[src/rtl/sat_init_pkg.sv]
// rtl/sat_init_pkg.sv - shared states and next-enabled-engine helper for clause_init_loader
package sat_init_pkg;

    typedef enum logic [2:0] {
        ST_IDLE,
        ST_FETCH,
        ST_LATCH,
        ST_WRITE,
        ST_DONE
    } init_state_e;

    localparam int MAX_ENG = 32;
    localparam int SEL_W   = 5;

    typedef struct packed {
        logic             found;
        logic [SEL_W-1:0] idx;
    } next_sel_t;

    // Lowest set bit of mask strictly above idx; idx = -1 searches from bit 0.
    function automatic next_sel_t next_enabled(input logic [MAX_ENG-1:0] mask, input int idx);
        next_sel_t r;
        r = '0;
        for (int i = MAX_ENG - 1; i >= 0; i--) begin
            if (mask[i] && (i > idx)) begin
                r.found = 1'b1;
                r.idx   = SEL_W'(i);
            end
        end
        return r;
    endfunction

endpackage

[src/rtl/prio_next_sel.sv]
// rtl/prio_next_sel.sv - next enabled engine above the current one (or lowest when from_start_i)
module prio_next_sel
    import sat_init_pkg::*;
#(
    parameter int N_ENG = 4,
    parameter int IDXW  = 2
) (
    input  logic [N_ENG-1:0] mask_i,
    input  logic [IDXW-1:0]  cur_i,
    input  logic             from_start_i,
    output logic             found_o,
    output logic [IDXW-1:0]  idx_o
);
    logic [MAX_ENG-1:0] mask_ext;
    next_sel_t          sel;

    always_comb begin
        mask_ext = MAX_ENG'(mask_i);
        sel      = next_enabled(mask_ext, from_start_i ? -1 : int'(cur_i));
        found_o  = sel.found;
        idx_o    = IDXW'(sel.idx);
    end

endmodule

[src/rtl/clause_init_loader.sv]
// rtl/clause_init_loader.sv - loads clause memory into enabled BCP engines; INIT_CHECKSUM_EN adds XOR checksum
module clause_init_loader
    import sat_init_pkg::*;
#(
    parameter int W     = 8,
    parameter int DEPTH = 8,
    parameter int N_ENG = 4,
    parameter int LAW   = $clog2(DEPTH),
    parameter int MAW   = $clog2(DEPTH * N_ENG)
) (
    input  logic             clk,
    input  logic             rst,
    input  logic             start,
    input  logic             abort,
    input  logic [N_ENG-1:0] eng_mask,
    output logic             mem_rd_en,
    output logic [MAW-1:0]   mem_addr,
    input  logic [W-1:0]     mem_rdata,
    output logic [N_ENG-1:0] eng_we,
    output logic [LAW-1:0]   eng_addr,
    output logic [W-1:0]     eng_wd,
    input  logic [N_ENG-1:0] eng_rdy,
`ifdef INIT_CHECKSUM_EN
    input  logic [W-1:0]     exp_sum,
    output logic [W-1:0]     sum,
    output logic             sum_err,
`endif
    output logic             busy,
    output logic             done
);
    localparam int EIW = (N_ENG > 1) ? $clog2(N_ENG) : 1;

    init_state_e      state_q, state_d;
    logic [N_ENG-1:0] mask_q, mask_d;
    logic [EIW-1:0]   eng_idx_q, eng_idx_d;
    logic [LAW-1:0]   word_idx_q, word_idx_d;
    logic [W-1:0]     wd_q, wd_d;
`ifdef INIT_CHECKSUM_EN
    logic [W-1:0]     sum_q, sum_d;
    logic             sum_err_q, sum_err_d;
`endif

    logic [N_ENG-1:0] sel_mask;
    logic             nxt_found;
    logic [EIW-1:0]   nxt_idx;

    // In IDLE the finder looks at the live mask to pick the first engine of a new load.
    assign sel_mask = (state_q == ST_IDLE) ? eng_mask : mask_q;

    prio_next_sel #(
        .N_ENG (N_ENG),
        .IDXW  (EIW)
    ) u_sel (
        .mask_i       (sel_mask),
        .cur_i        (eng_idx_q),
        .from_start_i (state_q == ST_IDLE),
        .found_o      (nxt_found),
        .idx_o        (nxt_idx)
    );

    always_comb begin
        state_d    = state_q;
        mask_d     = mask_q;
        eng_idx_d  = eng_idx_q;
        word_idx_d = word_idx_q;
        wd_d       = wd_q;
`ifdef INIT_CHECKSUM_EN
        sum_d      = sum_q;
        sum_err_d  = sum_err_q;
`endif
        if (abort) begin
            state_d = ST_IDLE;
        end else begin
            case (state_q)
                ST_IDLE: begin
                    if (start) begin
                        mask_d     = eng_mask;
                        word_idx_d = '0;
`ifdef INIT_CHECKSUM_EN
                        sum_d      = '0;
                        sum_err_d  = 1'b0;
`endif
                        if (nxt_found) begin
                            eng_idx_d = nxt_idx;
                            state_d   = ST_FETCH;
                        end else begin
                            state_d   = ST_DONE;
                        end
                    end
                end
                ST_FETCH: state_d = ST_LATCH;
                ST_LATCH: begin
                    wd_d    = mem_rdata;
                    state_d = ST_WRITE;
                end
                ST_WRITE: begin
                    if (eng_rdy[eng_idx_q]) begin
`ifdef INIT_CHECKSUM_EN
                        sum_d = sum_q ^ wd_q;
`endif
                        if (word_idx_q != LAW'(DEPTH - 1)) begin
                            word_idx_d = word_idx_q + LAW'(1);
                            state_d    = ST_FETCH;
                        end else if (nxt_found) begin
                            eng_idx_d  = nxt_idx;
                            word_idx_d = '0;
                            state_d    = ST_FETCH;
                        end else begin
                            state_d    = ST_DONE;
                        end
                    end
                end
                ST_DONE: begin
`ifdef INIT_CHECKSUM_EN
                    sum_err_d = (sum_q != exp_sum);
`endif
                    state_d = ST_IDLE;
                end
                default: state_d = ST_IDLE;
            endcase
        end
    end

    always_ff @(posedge clk) begin
        if (!rst) begin
            state_q    <= ST_IDLE;
            mask_q     <= '0;
            eng_idx_q  <= '0;
            word_idx_q <= '0;
            wd_q       <= '0;
`ifdef INIT_CHECKSUM_EN
            sum_q      <= '0;
            sum_err_q  <= 1'b0;
`endif
        end else begin
            state_q    <= state_d;
            mask_q     <= mask_d;
            eng_idx_q  <= eng_idx_d;
            word_idx_q <= word_idx_d;
            wd_q       <= wd_d;
`ifdef INIT_CHECKSUM_EN
            sum_q      <= sum_d;
            sum_err_q  <= sum_err_d;
`endif
        end
    end

    // Address/data buses are forced to zero outside the state that uses them.
    always_comb begin
        mem_rd_en = (state_q == ST_FETCH);
        mem_addr  = (state_q == ST_FETCH) ? MAW'({eng_idx_q, word_idx_q}) : '0;
        eng_we    = (state_q == ST_WRITE) ? (N_ENG'(1) << eng_idx_q) : '0;
        eng_addr  = (state_q == ST_WRITE) ? word_idx_q : '0;
        eng_wd    = (state_q == ST_WRITE) ? wd_q : '0;
        busy      = (state_q == ST_FETCH) || (state_q == ST_LATCH) || (state_q == ST_WRITE);
        done      = (state_q == ST_DONE);
    end

`ifdef INIT_CHECKSUM_EN
    assign sum     = sum_q;
    assign sum_err = sum_err_q;
`endif

endmodule

[config.mk]
export PLATFORM = sky130hd
export DESIGN_NAME = clause_init_loader
export DESIGN_NICKNAME = d
export VERILOG_FILES = /design/src/rtl/sat_init_pkg.sv /design/src/rtl/prio_next_sel.sv /design/src/rtl/clause_init_loader.sv
export SDC_FILE = /design/constraint.sdc
export NUM_CORES = 1
export LEC_CHECK = 0
export ABC_CLOCK_PERIOD_IN_PS = 6350
export CAP_MARGIN = 20
export CORE_MARGIN = 5
export CORE_UTILIZATION = 30
export CTS_CLUSTER_DIAMETER = 30
export DETAILED_ROUTE_END_ITERATION = 10
export PLACE_DENSITY = 0.63
export REMOVE_ABC_BUFFERS = 1
export SLEW_MARGIN = 30
export SYNTH_ARGS = -nofsm -noshare
export SYNTH_HDL_FRONTEND = slang
export SYNTH_HIERARCHICAL = 1
export SYNTH_SLANG_ARGS = --single-unit
[constraint.sdc]
create_clock -name clk -period 6.35 [get_ports clk]
set_input_delay 1.27 -clock clk [delete_from_list [all_inputs] [get_ports clk]]
set_output_delay 1.27 -clock clk [all_outputs]
set_load 0.005 [all_outputs]
==> flow_summary.toml <==
[floorplan]
die_width_um = 72.8
core_region_area_um2 = 3740
top_level_ports = 43
floorplan.die.height_um = 72.8
die-area_um2 = 5300
effective_utilization_at_floorplan_pct = 31.6
std_cell_rows = 22

[yosys]
synth_seq_area_share_pct = 33.8
synth_cell_type_count = 37
async_sr_flop_fraction_pct = 0
ys_seq_elements = 20
synthesis.area_um2 = 1180
synthCells = 137
synth-main-ff-cell = "dfxtp_1"
ys.warnings.count = 6
synth_edf_count = 0
syn_avg_cell_area_um2 = 8.64

[route]
wl_per_cell_um = 12.9
dr.first_iter.drc_count = 46
remaining_drc_errors = 0
route.vias.total = 1113
drt_wl_total_mm = 2.90
avgViaCountPerCell = 4.97
number_of_routed_nets_with_antenna_violations = 0
drt_pass1_iterations = 4

[timing]
worst_hold_slack_ns = 0.459
setup-violations-final = 0
slew_violations = 0
maxSlewHeadroom_pct = 51.1
time_the_final_worst_path_needs_with_i_o_delays_and_setup_ns = 3.57
rsz0062_at_grt = "no"
least_margin_pin_slew_ns = 0.731
timing.setup.tns_ns = 0
timing.clock.skew_ns = 0.00590
clock.fmax_ghz = 0.280
report.final.hold_viol_count = 0
final_min_period_over_clock_period_pct = 56.3

[worst_setup_path]
cp-end-kind = "output pin"
cp_data_arrival_time_ns = 2.30
dominant_delay_contributor_by_cell_family_on_the_critical_path = "simple AND/OR/NAND/NOR gates"
endpoint_required_time_on_the_critical_path_ns = 5.08
worstSetupPathType = "reg2out"
worst_path_max_delay_cell = "nor2_1"
critPathBufInv = 1
path_max_fanout = 13
worstSetupStartpointType = "flop"
critical_path.cell_chain = "nand2_1 > nor2_1 > and3_2 > clkdlybuf4s50_1"
slowest_delay_ns = 0.59

[clock_network]
worst_skew_pair.late_latency_ns = 0.25
post_cts_resize_count = 0
clkSlewWorstSetupHoldPaths_ns = 0.07
clock_tree.htree_level_count = 1
cts.sink_count = 20
cts_max_path_buffers = 2
postCtsSetupRepairBufs = 0
tritoncts = "done"
clock-root-buffer = "clkbuf_8"
cts_hold_repair.buffers = 0
cts_buffers = 3

[place]
port-buffer-count = 42
globalplace.congestion = 0.820
hpwlAfterDp_mm = 2.22
placed_cell_area_um2 = 1630

[layout]
final_common_cell = "clkdlybuf4s50_1"
layout_common_cells = "clkdlybuf4s50_1 (42), nand2_1 (25), dfxtp_1 (20)"
postLayoutCoreUtil_pct = 44.7
final_net_count = 200
design_area_um2 = 1670
syn_to_final_growth_pct = 41.4
n_fill_cell = 384
share_of_post_route_cells_with_drive_strength_above_1_pct = 9.09
antennaDiodeCount = 0

[global_route]
grt.total_usage_pct = 11.3
antenna_found_initial = 0
pin_count_of_the_biggest_net_entering_global_routing = 19
grt_pass1_vias = 1134
globalRoute.totalOverflow = 0
grt_pass1_wl_mm = 4.91

[flow_run]
max_cap_violations = 0

[hold_path]
timing.hold.worst.class = "reg2reg"

[power_and_ir_drop]
p_int_w = 0.000199
fin_total_pwr_w = 0.000261
seq_power_share_pct = 50.9
p_leak_nw = 0.632
power.ir.vdd_worst_mv = 0.108
sw_frac_of_total_pct = 23.8
power.combinational.fraction_pct = 18.4
pwr-share-clk_pct = 30.7
power.density_nw_per_um2 = 156
switchingPower_w = 0.0000620

[outcome]
status = "completed"
kinds of logic (layout without fill, tap and decap cells):
kind of cell               after synthesis  in the layout  synth area share, %
adders and majority gates                2              2                 2.11
DFF                                     20             20                 33.8
AOI/OAI and AO/OA                       21             21                 13.3
and+or+nand+nor                         75             75                 36.2
muxes                                   12             12                 11.6
buffers and inverters                    7             46                 2.96
final cells by class:
class / count / area [um2] / share of cell area [%]
tap: 48 / 60.1 / 3.59
clock buffer: 3 / 41.3 / 2.47
inverter: 1 / 3.75 / 0.224
multi-input combinational: 110 / 748 / 44.7
timing repair buffer: 42 / 420 / 25.1
sequential: 20 / 400 / 23.9
final timing paths:
| check | from | end | slack, ns | depth (start not counted) |
|---|---|---|---|---|
| setup / recovery | state_q[1] | eng_we[3] | 2.78 | 4 |
| hold / removal | wd_q[1] | wd_q[1] | 0.46 | 2 |
| setup reg to reg | state_q[0] | word_idx_q[0] | 3.78 | 9 |
| hold reg to reg | wd_q[1] | wd_q[1] | 0.46 | 2 |
synthesized netlist by cell type, types with 2 or more instances:
master / count / area share [%]
mux2i_1: 7 / 5.9
and2_1: 17 / 9.0
o21ai_0: 2 / 0.85
nor2_1: 8 / 2.5
nand3b_1: 2 / 1.3
nor3_1: 4 / 1.7
a22oi_1: 2 / 1.3
a21boi_0: 9 / 5.7
nor3b_1: 2 / 1.3
a32o_1: 2 / 1.7
mux2_2: 4 / 3.8
nand2_1: 25 / 7.9
dfxtp_1: 20 / 34
clkbuf_1: 4 / 1.3
ha_1: 2 / 2.1
nor2b_1: 6 / 3.2
per-layer routing:
| layer | track usage (%) | wire length (um) | vias to the layer above |
|---|---|---|---|
| li1 | - | - | 556 |
| met2 | 18.5 | 1320 | 37 |
| met1 | 13.3 | 1340 | 516 |
| met4 | 4.51 | 23 | 0 |
| met5 | 0 | 0 | - |
| met3 | 4.13 | 215 | 4 |
power groups by stage:
| stage | clock network, W | registers (W) | logic (W) |
|---|---|---|---|
| floorplan | 0 | 0.000135 | 0.0000268 |
| global placement | 0 | 0.000135 | 0.0000470 |
| detailed placement | 0 | 0.000136 | 0.0000479 |
| CTS | 0.0000840 | 0.000133 | 0.0000480 |
| global route | 0.0000879 | 0.000134 | 0.0000523 |
| finish | 0.0000801 | 0.000133 | 0.0000479 |
metrics by stage:
stage / std cells / setup slack, ns
finish: 224 / 2.78
CTS: 224 / 2.74
detailed placement: 221 / 3.04
global placement: 221 / 3.10
global route: 224 / 2.65
floorplan: 131 / 3.75
registers in the layout, indices dropped and copies added, names as in the netlist:
register / cells
wd_q: 8
mask_q: 4
state_q: 3
word_idx_q: 3
eng_idx_q: 2
worst register-to-register path, cell delays in order, from the launching register on:
cell	delay (ns)
dfxtp_1	0.40
nor3_2	0.54
mux2_2	0.42
nor2b_4	0.13
o22ai_1	0.18
nand3_1	0.17
nand2b_1	0.23
nand2_1	0.09
o311a_1	0.20
a22o_1	0.15
No activity file was read; power rests on OpenSTA's default activity.
